$ cat config.mk
export PLATFORM = sky130hd
export DESIGN_NAME = wb_to_apb_master
export DESIGN_NICKNAME = d
export VERILOG_FILES = /design/src/rtl/wb_to_apb_master.sv
export SDC_FILE = /design/constraint.sdc
export NUM_CORES = 1
export LEC_CHECK = 0
export ABC_AREA = 1
export BUFFER_PORTS_ARGS = -buffer_cell sky130_fd_sc_hd__buf_2
export CELL_PAD_IN_SITES_DETAIL_PLACEMENT = 0
export CELL_PAD_IN_SITES_GLOBAL_PLACEMENT = 1
export CORE_ASPECT_RATIO = 0.5
export CORE_UTILIZATION = 36
export CTS_CLUSTER_DIAMETER = 30
export CTS_CLUSTER_SIZE = 25
export DETAILED_ROUTE_END_ITERATION = 16
export PLACE_DENSITY = 0.94
export SETUP_SLACK_MARGIN = 0.1
export SYNTH_ARGS = -nofsm -noshare
export SYNTH_HDL_FRONTEND = slang
export SYNTH_SLANG_ARGS = --single-unit
$ cat constraint.sdc
create_clock -name i_clk -period 7.5 [get_ports i_clk]
set_clock_uncertainty 0.1 [all_clocks]
set_input_delay 0.75 -clock i_clk [delete_from_list [all_inputs] [get_ports i_clk]]
set_output_delay 0.75 -clock i_clk [all_outputs]
set_load 0.01 [all_outputs]
$ cat src/rtl/wb_to_apb_master.sv
// ---------------------------------------------------------------------------
// wb_to_apb_master
//
// Bridges a pipelined Wishbone slave port onto an APB4 master port. One
// Wishbone request is carried at a time; each accepted request becomes exactly
// one APB SETUP + ACCESS transfer, and the APB completion returns as a single
// registered Wishbone ack (OK) or err (PSLVERR) pulse.
//
// Ports:
//   i_clk, i_reset       shared clock (also PCLK), async active-high reset
//   i_wb_cyc/stb/we      Wishbone cycle, strobe, write enable
//   i_wb_addr            Wishbone word address (AW bits)
//   i_wb_data, i_wb_sel  Wishbone write data and byte selects
//   o_wb_stall           high while a transfer is in flight
//   o_wb_ack, o_wb_err   one-cycle completion pulses (never both high)
//   o_wb_data            read data, updated on read completion, else held
//   o_apb_*              APB4 master request signals (byte address PADDR)
//   i_apb_pready/prdata/pslverr   APB slave response
//
// DW must be 8, 16, 32 or 64; LGBYTES is derived and not overridden.
// ---------------------------------------------------------------------------
module wb_to_apb_master #(
  parameter int AW      = 28,
  parameter int DW      = 32,
  parameter int LGBYTES = $clog2(DW/8)
) (
  input  logic                  i_clk,
  input  logic                  i_reset,
  input  logic                  i_wb_cyc,
  input  logic                  i_wb_stb,
  input  logic                  i_wb_we,
  input  logic [AW-1:0]         i_wb_addr,
  input  logic [DW-1:0]         i_wb_data,
  input  logic [DW/8-1:0]       i_wb_sel,
  output logic                  o_wb_stall,
  output logic                  o_wb_ack,
  output logic [DW-1:0]         o_wb_data,
  output logic                  o_wb_err,
  output logic [AW+LGBYTES-1:0] o_apb_paddr,
  output logic                  o_apb_psel,
  output logic                  o_apb_penable,
  output logic                  o_apb_pwrite,
  output logic [DW-1:0]         o_apb_pwdata,
  output logic [DW/8-1:0]       o_apb_pstrb,
  input  logic                  i_apb_pready,
  input  logic [DW-1:0]         i_apb_prdata,
  input  logic                  i_apb_pslverr
);

  localparam int PAW = AW + LGBYTES;
  localparam int SW  = DW / 8;

  typedef enum logic [1:0] {
    IDLE   = 2'd0,
    SETUP  = 2'd1,
    ACCESS = 2'd2
  } state_t;

  state_t         state_r;
  state_t         next_state_s;
  logic           abort_r;
  logic           abort_next_s;
  logic           psel_r;
  logic           psel_next_s;
  logic           penable_r;
  logic           penable_next_s;
  logic           ack_r;
  logic           ack_next_s;
  logic           err_r;
  logic           err_next_s;
  logic           accept_s;
  logic           done_s;
  logic [PAW-1:0] paddr_s;

  // Stall is decoded straight from the registered state.
  assign o_wb_stall = (state_r != IDLE);
  assign accept_s   = i_wb_cyc && i_wb_stb && (state_r == IDLE);
  assign done_s     = (state_r == ACCESS) && i_apb_pready;
  assign paddr_s    = PAW'(i_wb_addr) << LGBYTES;

  assign o_apb_psel    = psel_r;
  assign o_apb_penable = penable_r;
  // A response pulse is never presented to a master that has left the cycle.
  assign o_wb_ack      = ack_r && i_wb_cyc;
  assign o_wb_err      = err_r && i_wb_cyc;

  // Next-state, APB control and response decode.
  always_comb begin
    next_state_s   = state_r;
    abort_next_s   = abort_r;
    psel_next_s    = 1'b0;
    penable_next_s = 1'b0;
    ack_next_s     = 1'b0;
    err_next_s     = 1'b0;
    case (state_r)
      IDLE: begin
        abort_next_s = 1'b0;
        if (accept_s) begin
          next_state_s = SETUP;
          psel_next_s  = 1'b1;
        end else begin
          next_state_s = IDLE;
        end
      end
      SETUP: begin
        next_state_s   = ACCESS;
        psel_next_s    = 1'b1;
        penable_next_s = 1'b1;
        abort_next_s   = abort_r || !i_wb_cyc;
      end
      ACCESS: begin
        if (i_apb_pready) begin
          next_state_s = IDLE;
          abort_next_s = 1'b0;
          // A cyc drop in the completing cycle still counts as an abort.
          if (!abort_r && i_wb_cyc) begin
            ack_next_s = !i_apb_pslverr;
            err_next_s = i_apb_pslverr;
          end else begin
            ack_next_s = 1'b0;
            err_next_s = 1'b0;
          end
        end else begin
          psel_next_s    = 1'b1;
          penable_next_s = 1'b1;
          abort_next_s   = abort_r || !i_wb_cyc;
        end
      end
      default: begin
        next_state_s = IDLE;
        abort_next_s = 1'b0;
      end
    endcase
  end

  // State, abort flag, APB control and response pulse registers.
  always_ff @(posedge i_clk or posedge i_reset) begin
    if (i_reset) begin
      state_r   <= IDLE;
      abort_r   <= 1'b0;
      psel_r    <= 1'b0;
      penable_r <= 1'b0;
      ack_r     <= 1'b0;
      err_r     <= 1'b0;
    end else begin
      state_r   <= next_state_s;
      abort_r   <= abort_next_s;
      psel_r    <= psel_next_s;
      penable_r <= penable_next_s;
      ack_r     <= ack_next_s;
      err_r     <= err_next_s;
    end
  end

  // Request capture on accept (held through ACCESS) and read-data capture.
  always_ff @(posedge i_clk or posedge i_reset) begin
    if (i_reset) begin
      o_apb_paddr  <= {PAW{1'b0}};
      o_apb_pwrite <= 1'b0;
      o_apb_pwdata <= {DW{1'b0}};
      o_apb_pstrb  <= {SW{1'b0}};
      o_wb_data    <= {DW{1'b0}};
    end else begin
      if (accept_s) begin
        o_apb_paddr  <= paddr_s;
        o_apb_pwrite <= i_wb_we;
        o_apb_pwdata <= i_wb_data;
        // Reads carry no byte strobes.
        o_apb_pstrb  <= i_wb_we ? i_wb_sel : {SW{1'b0}};
      end
      if (done_s && !o_apb_pwrite) begin
        o_wb_data <= i_apb_prdata;
      end
    end
  end

endmodule

# Word-level counts from Yosys, hierarchy flattened

Index checks and enable logic that the tools add are counted.

Output and inout bits: 104
ROM bits: 0
Input bits: 103
Latch bits: 0
Memories kept: 0
Register bits: 104
Memory bits (writable): 0

Magnitude comparators: 0
Shifts and indexed selects: 0
Add/subtract/negate cells: 0
Reductions and logical operators: 14
Muxes and demuxes: 16
Equality and inequality tests: 3
Bitwise logic cells: 0
Div/mod/pow operators: 0
$mul: 0

Operator list:

| cell                                                                   | number |
|---|---|
| 1-bit 2-to-1 mux                                                       | 10 |
| 1-bit logical AND                                                      | 7 |
| 2-bit case mux with 3 select lines                                     | 1 |
| 1-bit zero test                                                        | 4 |
| 4-bit 2-to-1 mux                                                       | 1 |
| 1-bit case mux with 2 select lines                                     | 2 |
| 1-bit case mux with 3 select lines                                     | 1 |
| 2-bit by 1-bit equality test with 1-bit output (second input constant) | 1 |
| 2-bit equality test (second input constant)                            | 1 |
| 2-bit zero test                                                        | 1 |
| 2-bit 2-to-1 mux                                                       | 1 |
| 2-bit != test (second input constant)                                  | 1 |
| 2-bit nonzero test                                                     | 1 |
| 1-bit logical OR                                                       | 1 |

# Longest topological paths before layout

Gate-level depths: netlist of run 1.

Depth after elaboration: 5
Depth in mapped cells: 7

# Least setup slack after synthesis of run 1

OpenSTA, ideal clock, no wires.

Kind: input port to output port
From: in i_wb_cyc
To: out o_wb_ack
Buffers on the path: 0
Arrival time: 0.859 ns
Cell stages on the path: 2
Slack: 5.791 ns
Cell sequence: nand2_1 inv_1

Word-level cells in the longest chain between the ends: 1

RTL lines:

| what               | RTL line | RTL |
|---|---|---|
| start: declaration | 29       | `input logic i_wb_cyc,` |
| 1-bit logical AND  | 84       | `assign o_wb_ack = ack_r && i_wb_cyc;` |
| end: declaration   | 36       | `output logic o_wb_ack,` |

Every way passes these cells.

# Worst setup path in the final report of run 1

From: reg state_r[0]
To: reg o_apb_pwrite

Word-level cells in the longest chain between the ends: 2

RTL lines:

| what                     | RTL line | RTL |
|---|---|---|
| start: declaration       | 59       | `state_t state_r;` |
| start signal: assignment | 146      | `state_r <= next_state_s;` |
| 2-bit zero test          | 77       | `assign accept_s = i_wb_cyc && i_wb_stb && (state_r == IDLE);` |
| 1-bit logical AND        | 77       |  |
| end signal: assignment   | 166      | `o_apb_pwrite <= i_wb_we;` |
| end: declaration         | 42       | `output logic o_apb_pwrite,` |

Every way passes these cells.
A chain may end at the register's enable or synchronous reset.

==> results of run 1 <==
## worst max-delay path, cell delays in order, from the launching register on
cell	delay (ns)
dfrtp_1	0.44
inv_1	0.11
ha_1	0.23
inv_2	0.10
nor2_8	0.45
buf_4	0.58
nand2_1	0.12
o21ai_0	0.11
## routing by layer
metal	GRT usage [%]	part of all wire, %	vias up
li1	-	-	1737
met1	18.8	41	1564
met2	30.8	53	76
met3	3.80	3.2	20
met4	6.60	2.5	0
met5	0	0	-
## final timing paths
kind,start,to,slack [ns]
min,i_reset,o_wb_data[26],0.29
max reg2reg,state_r[0],o_apb_pwrite,5.16
min reg2reg,o_apb_paddr[15],o_apb_paddr[15],0.37
max in group asynchronous,i_reset,o_apb_pwdata[22],5.71
max,state_r[0],o_apb_pwrite,5.16
min in group i_clk,o_apb_paddr[15],o_apb_paddr[15],0.37
## kinds of logic after synthesis
| group | after synthesis | share of synthesized area [%] |
|---|---|---|
| simple gates | 240 | 25.7 |
| compound gates | 39 | 4.51 |
| buf+inv | 64 | 8.18 |
| flops | 104 | 60.1 |
| fa+ha+maj | 5 | 1.45 |
| other cells | 1 | 0.0866 |
## final cells by class
cell class / instances / share of cell area (%)
Inverter: 43 / 2.91
Tap cell: 159 / 3.53
Timing Repair Buffer: 207 / 18.5
Sequential cell: 104 / 46.1
Clock buffer: 13 / 4.44
Multi-Input combinational cell: 286 / 24.4
Clock inverter: 1 / 0.0887
## power groups by stage
stage	registers, mW	clock network, mW	logic, mW
global placement	0.957	0	0.840
floorplan	1.09	0	0.372
global route	0.994	0.461	0.948
finish	0.956	0.423	0.848
detailed placement	0.961	0	0.866
CTS	0.958	0.440	0.865
## placed cells by master, fill, tap and decap left out
| cell type | instances |
|---|---|
| buf_2 | 204 |
| nor3b_1 | 1 |
| o21ai_0 | 34 |
| nand3_2 | 2 |
| inv_1 | 41 |
| o21ai_1 | 4 |
| clkbuf_8 | 1 |
| clkbuf_1 | 3 |
| clkinv_2 | 1 |
| nor2_1 | 6 |
| conb_1 | 2 |
| nand2_2 | 71 |
| a21oi_1 | 1 |
| nand2_1 | 159 |
| inv_2 | 1 |
| clkbuf_16 | 9 |
| inv_4 | 1 |
| nor2_8 | 1 |
| ha_1 | 5 |
| buf_4 | 3 |
| dfrtp_1 | 104 |
## state kept, by name (all words and copies together) (netlist names)
name,cells
abort_r,1
ack_r,1
err_r,1
o_apb_paddr,28
o_apb_penable,1
o_apb_psel,1
o_apb_pstrb,4
o_apb_pwdata,32
o_apb_pwrite,1
o_wb_data,32
state_r,2
## metrics by stage
stage	hold slack, ns	setup slack (ns)	cell area [µm²]	utilization (%)	std cells
after floorplan	0.366	3.92	4330	-	454
after global placement	0.357	5.10	5390	47.4	799
after detailed placement	0.360	5.03	5390	47.4	799
after CTS	0.291	5.10	5640	49.7	813
after global routing	0.304	4.89	5640	49.7	813
final	0.287	5.16	5640	49.7	813
==> results.yml, run 1 <==
synth:
  synth-async-reset-ratio_pct: 100
  yosys-top-cells-count: "159 x nand2_1, 104 x dfrtp_1, 71 x nand2_2"
  yosysTopAreaCell: "dfrtp_1"
  seq_area_frac_synth_pct: 60.1
  synth-edff-count: 0
  syn-cell-area_mm2: 0.00433
  netlist.area_leader.share_pct: 60.1
  synthFlopType: "dfrtp_1"
  ys_seq_elements: 104
  netlist_instances: 453
  yosys_warnings: 0
  yosysMostFrequentCell: "nand2_1"
  synthDistinctLibCells: 19
  synth_area_leaders: "dfrtp_1 60%, nand2_1 14%, nand2_2 10%"
  avgSynthCellArea_um2: 9.56
power:
  clock_power_share_pct: 19.0
  p_total_mw: 2.23
  power_density_mw_per_mm2: 395
  p_sw_share_pct: 37.3
  power_frac_comb_pct: 38.1
  switchingPower_mw: 0.831
  p_int_mw: 1.40
  power.share.sequential_pct: 42.9
  irDropWorstVdd_mv: 0.154
  leakagePower_nw: 3.33
floorplan:
  dieArea_mm2: 0.0125
  io_pins: 207
  rows: 27
  initial_core_util_pct: 38.1
  fp.dieH_um: 79.5
  core-area_mm2: 0.0114
  die_width_um: 157
setup_path:
  worstSetupEndpointType: "flop"
  worstRegToRegCells: 7
  worstSetupStartpointType: "flop"
  cp_max_fo: 37
  cp.required_ns: 7.65
  crit_arrival_ns: 2.49
  critPathKind: "reg2reg"
cts:
  cts_tree: "done"
  clk_latency_ns: 0.33
  cts.path.max_buffers: 2
  numClockSinks: 104
  ctsHoldBuffers: 0
  path_clk_slew_ns: 0.07
  cts_resized: 0
  post_cts_buffers: 0
  htree_num_levels: 3
  cts_buffers: 9
  root_buffer: "clkbuf_16"
grt:
  grt.overflow.total: 0
  grt_pass1_vias: 3302
  grt_use_total_pct: 16.7
  antenna_found_initial: 0
  grt_pass1_wl_um: 16000
  grt_max_degree: 78
sta:
  rsz0062_at_grt: "false"
  max_freq_mhz: 428
  finalSetupViolCount: 0
  timing.final.max_slew_violations: 0
  fin_crit_sh_pct: 31.2
  worst_pin_slew_ns: 0.977
  max-slew-margin-rel_pct: 34.8
  layout_min_cycle_time_ns: 2.34
  fin_setup_tns_ns: 0
  hold_viol: 0
routing:
  drc: 0
  dr.pass1.iters: 4
  routedWlPerCell_um: 12.3
  vias: 3397
  wl_um: 9990
  viasPerCell: 4.18
  first_iter_violations: 206
  antenna_left: 0
placed_design:
  port_buffers: 204
  gp_congestion: 0.768
  dp_hpwl_um: 7190
run:
  maxCapViolations: 0
finish:
  layout.nets: 759
  syn_to_final_growth_pct: 30.3
  n_antenna_cell: 0
  n_fill_cell: 1095
  drive_gt1_share_pct: 45.0
  multi_input_area_mm2: 0.00138
  regArea_mm2: 0.00260
worst_hold_path:
  hp-class: "in2async"
status:
  status: "complete, no violations"
No activity file was read; power rests on OpenSTA's default activity.
==> run 2, diff against run 1 <==
--- a/config.mk
+++ b/config.mk
@@ -10,11 +10,11 @@
 export CELL_PAD_IN_SITES_DETAIL_PLACEMENT = 0
 export CELL_PAD_IN_SITES_GLOBAL_PLACEMENT = 1
 export CORE_ASPECT_RATIO = 0.5
-export CORE_UTILIZATION = 36
+export CORE_UTILIZATION = 30
 export CTS_CLUSTER_DIAMETER = 30
 export CTS_CLUSTER_SIZE = 25
 export DETAILED_ROUTE_END_ITERATION = 16
-export PLACE_DENSITY = 0.94
+export PLACE_DENSITY = 0.85
 export SETUP_SLACK_MARGIN = 0.1
 export SYNTH_ARGS = -nofsm -noshare
 export SYNTH_HDL_FRONTEND = slang
==> constraint.sdc (replaced) <==
create_clock -name i_clk -period 2.15 [get_ports i_clk]
set_clock_uncertainty 0.1 [all_clocks]
set_input_delay 0.215 -clock i_clk [delete_from_list [all_inputs] [get_ports i_clk]]
set_output_delay 0.215 -clock i_clk [all_outputs]
set_load 0.01 [all_outputs]
==> run 2 against run 1 <==
Against the previous run: via count is 9.8% higher; critical path depth fell by 3; clock power rose to 3.9 times the previous value; non-clock buffer count rose by 67; first-iteration DRC count is 36% lower; sequential power rose to 3.5 times the previous value; register-to-register slack got worse by 4.6 ns; worst hold slack got worse by 0.26 ns; cell count is 13% higher; clock-buffer cell count unchanged; wire length rose by 14%.
==> results.yml, run 2 (synthesis gave the netlist of run 1 again) <==
status:
  status: "complete, no violations"
run:
  maxCapViolations: 0
routing:
  routedWlPerCell_um: 12.4
  wl_um: 11300
  drc: 0
  first_iter_violations: 131
  viasPerCell: 4.08
  dr.pass1.iters: 4
  antenna_left: 0
  vias: 3731
floorplan:
  dieArea_mm2: 0.0149
  rows: 30
  core-area_mm2: 0.0138
  fp.dieH_um: 86.9
  initial_core_util_pct: 31.3
  die_width_um: 172
  io_pins: 207
cts:
  htree_num_levels: 3
  cts_resized: 0
  cts.path.max_buffers: 2
  cts_tree: "done"
  cts_buffers: 9
  numClockSinks: 104
  path_clk_slew_ns: 0.06
  post_cts_buffers: 0
  ctsHoldBuffers: 62
  clk_latency_ns: 0.33
  root_buffer: "clkbuf_16"
finish:
  final_util_pct: 46.6
  top_regs: "o_apb_pwdata x32, o_wb_data x32, o_apb_paddr x28"
  layout.nets: 826
  mostFrequentLayoutCells: "204 x buf_2, 159 x nand2_1, 104 x dfrtp_1, 71 x nand2_2, 62 x dlygate4sd3_1"
  n_antenna_cell: 0
  final_common_cell: "buf_2"
  design_area_mm2: 0.00644
  syn_to_final_growth_pct: 48.7
  drive_gt1_share_pct: 41.8
sta:
  hold_slack_ns: 0.0230
  fin_crit_sh_pct: 76.9
  fin_setup_tns_ns: 0
  rsz0062_at_grt: "false"
  timing.final.max_slew_violations: 0
  max_freq_mhz: 605
  layout_min_cycle_time_ns: 1.65
  finalSetupViolCount: 0
  hold_viol: 0
placed_design:
  dp_hpwl_um: 7860
  gp_congestion: 0.778
  port_buffers: 204
  place_area_mm2: 0.00552
setup_path:
  cp.required_ns: 1.84
  critPathKind: "reg2out"
  worstSetupEndpointType: "primary output"
  cp_max_fo: 5
  worstSetupStartpointType: "flop"
  crit_arrival_ns: 1.34
power:
  leakagePower_nw: 3.65
  irDropWorstVdd_mv: 0.432
  p_total_mw: 8.13
  power_density_mw_per_mm2: 1260
worst_hold_path:
  hp-class: "in2reg"
grt:
  grt_pass1_vias: 3741
  antenna_found_initial: 0
  grt_pass1_wl_um: 18100
  grt_use_total_pct: 15.6
  grt.overflow.total: 0
  grt_max_degree: 65
-- run 2: path summary, 6_finish.rpt --
check	slack, ns	start	cells after the start	to
max	0.50	state_r[0]	4	o_wb_stall
min	0.02	i_apb_prdata[12]	3	o_wb_data[12]
max reg2reg	0.60	state_r[0]	6	o_apb_pwdata[12]
min reg2reg	0.37	o_apb_pwdata[11]	2	o_apb_pwdata[11]
max in group asynchronous	1.07	i_reset	4	o_apb_pwdata[6]
min in group asynchronous	0.28	i_reset	3	o_apb_pwdata[31]
-- run 2: area by class of cell --
type / instances / area, µm²
clock inverter: 3 / 40.0
inverter: 43 / 165
clock buffer: 13 / 260
tap: 192 / 240
multi-input combinational: 286 / 1380
fill: 1350 / 7380
sequential: 104 / 2600
timing repair buffer: 274 / 1750
-- run 2: per-layer routing --
metal	up-vias	share of wire (%)	global-route usage [%]	wire, µm
met5	-	0	0	0
met4	0	3.8	7.32	426
met3	30	3.3	3.23	375
met2	87	53	27.9	5980
met1	1729	40	17.9	4560
li1	1885	-	-	-
-- run 2: report_power, final --
group,switching (mW),internal (mW),total (mW)
Clock,0.683,0.964,1.65
Sequential,0.466,2.88,3.34
Combinational,1.84,1.31,3.14
Total,2.98,5.15,8.13
-- run 2: stage by stage --
stage	cells	worst slack [ns]
2_1_floorplan	454	0.589
3_3_place_gp	837	0.668
3_5_place_dp	837	0.621
4_1_cts	915	0.477
5_1_grt	915	0.405
6_report	915	0.496
-- run 2: worst max-delay path, stage by stage (launching register included) --
cell	delay [ns]
dfrtp_1	0.41
inv_1	0.09
ha_1	0.23
inv_2	0.11
buf_2	0.17
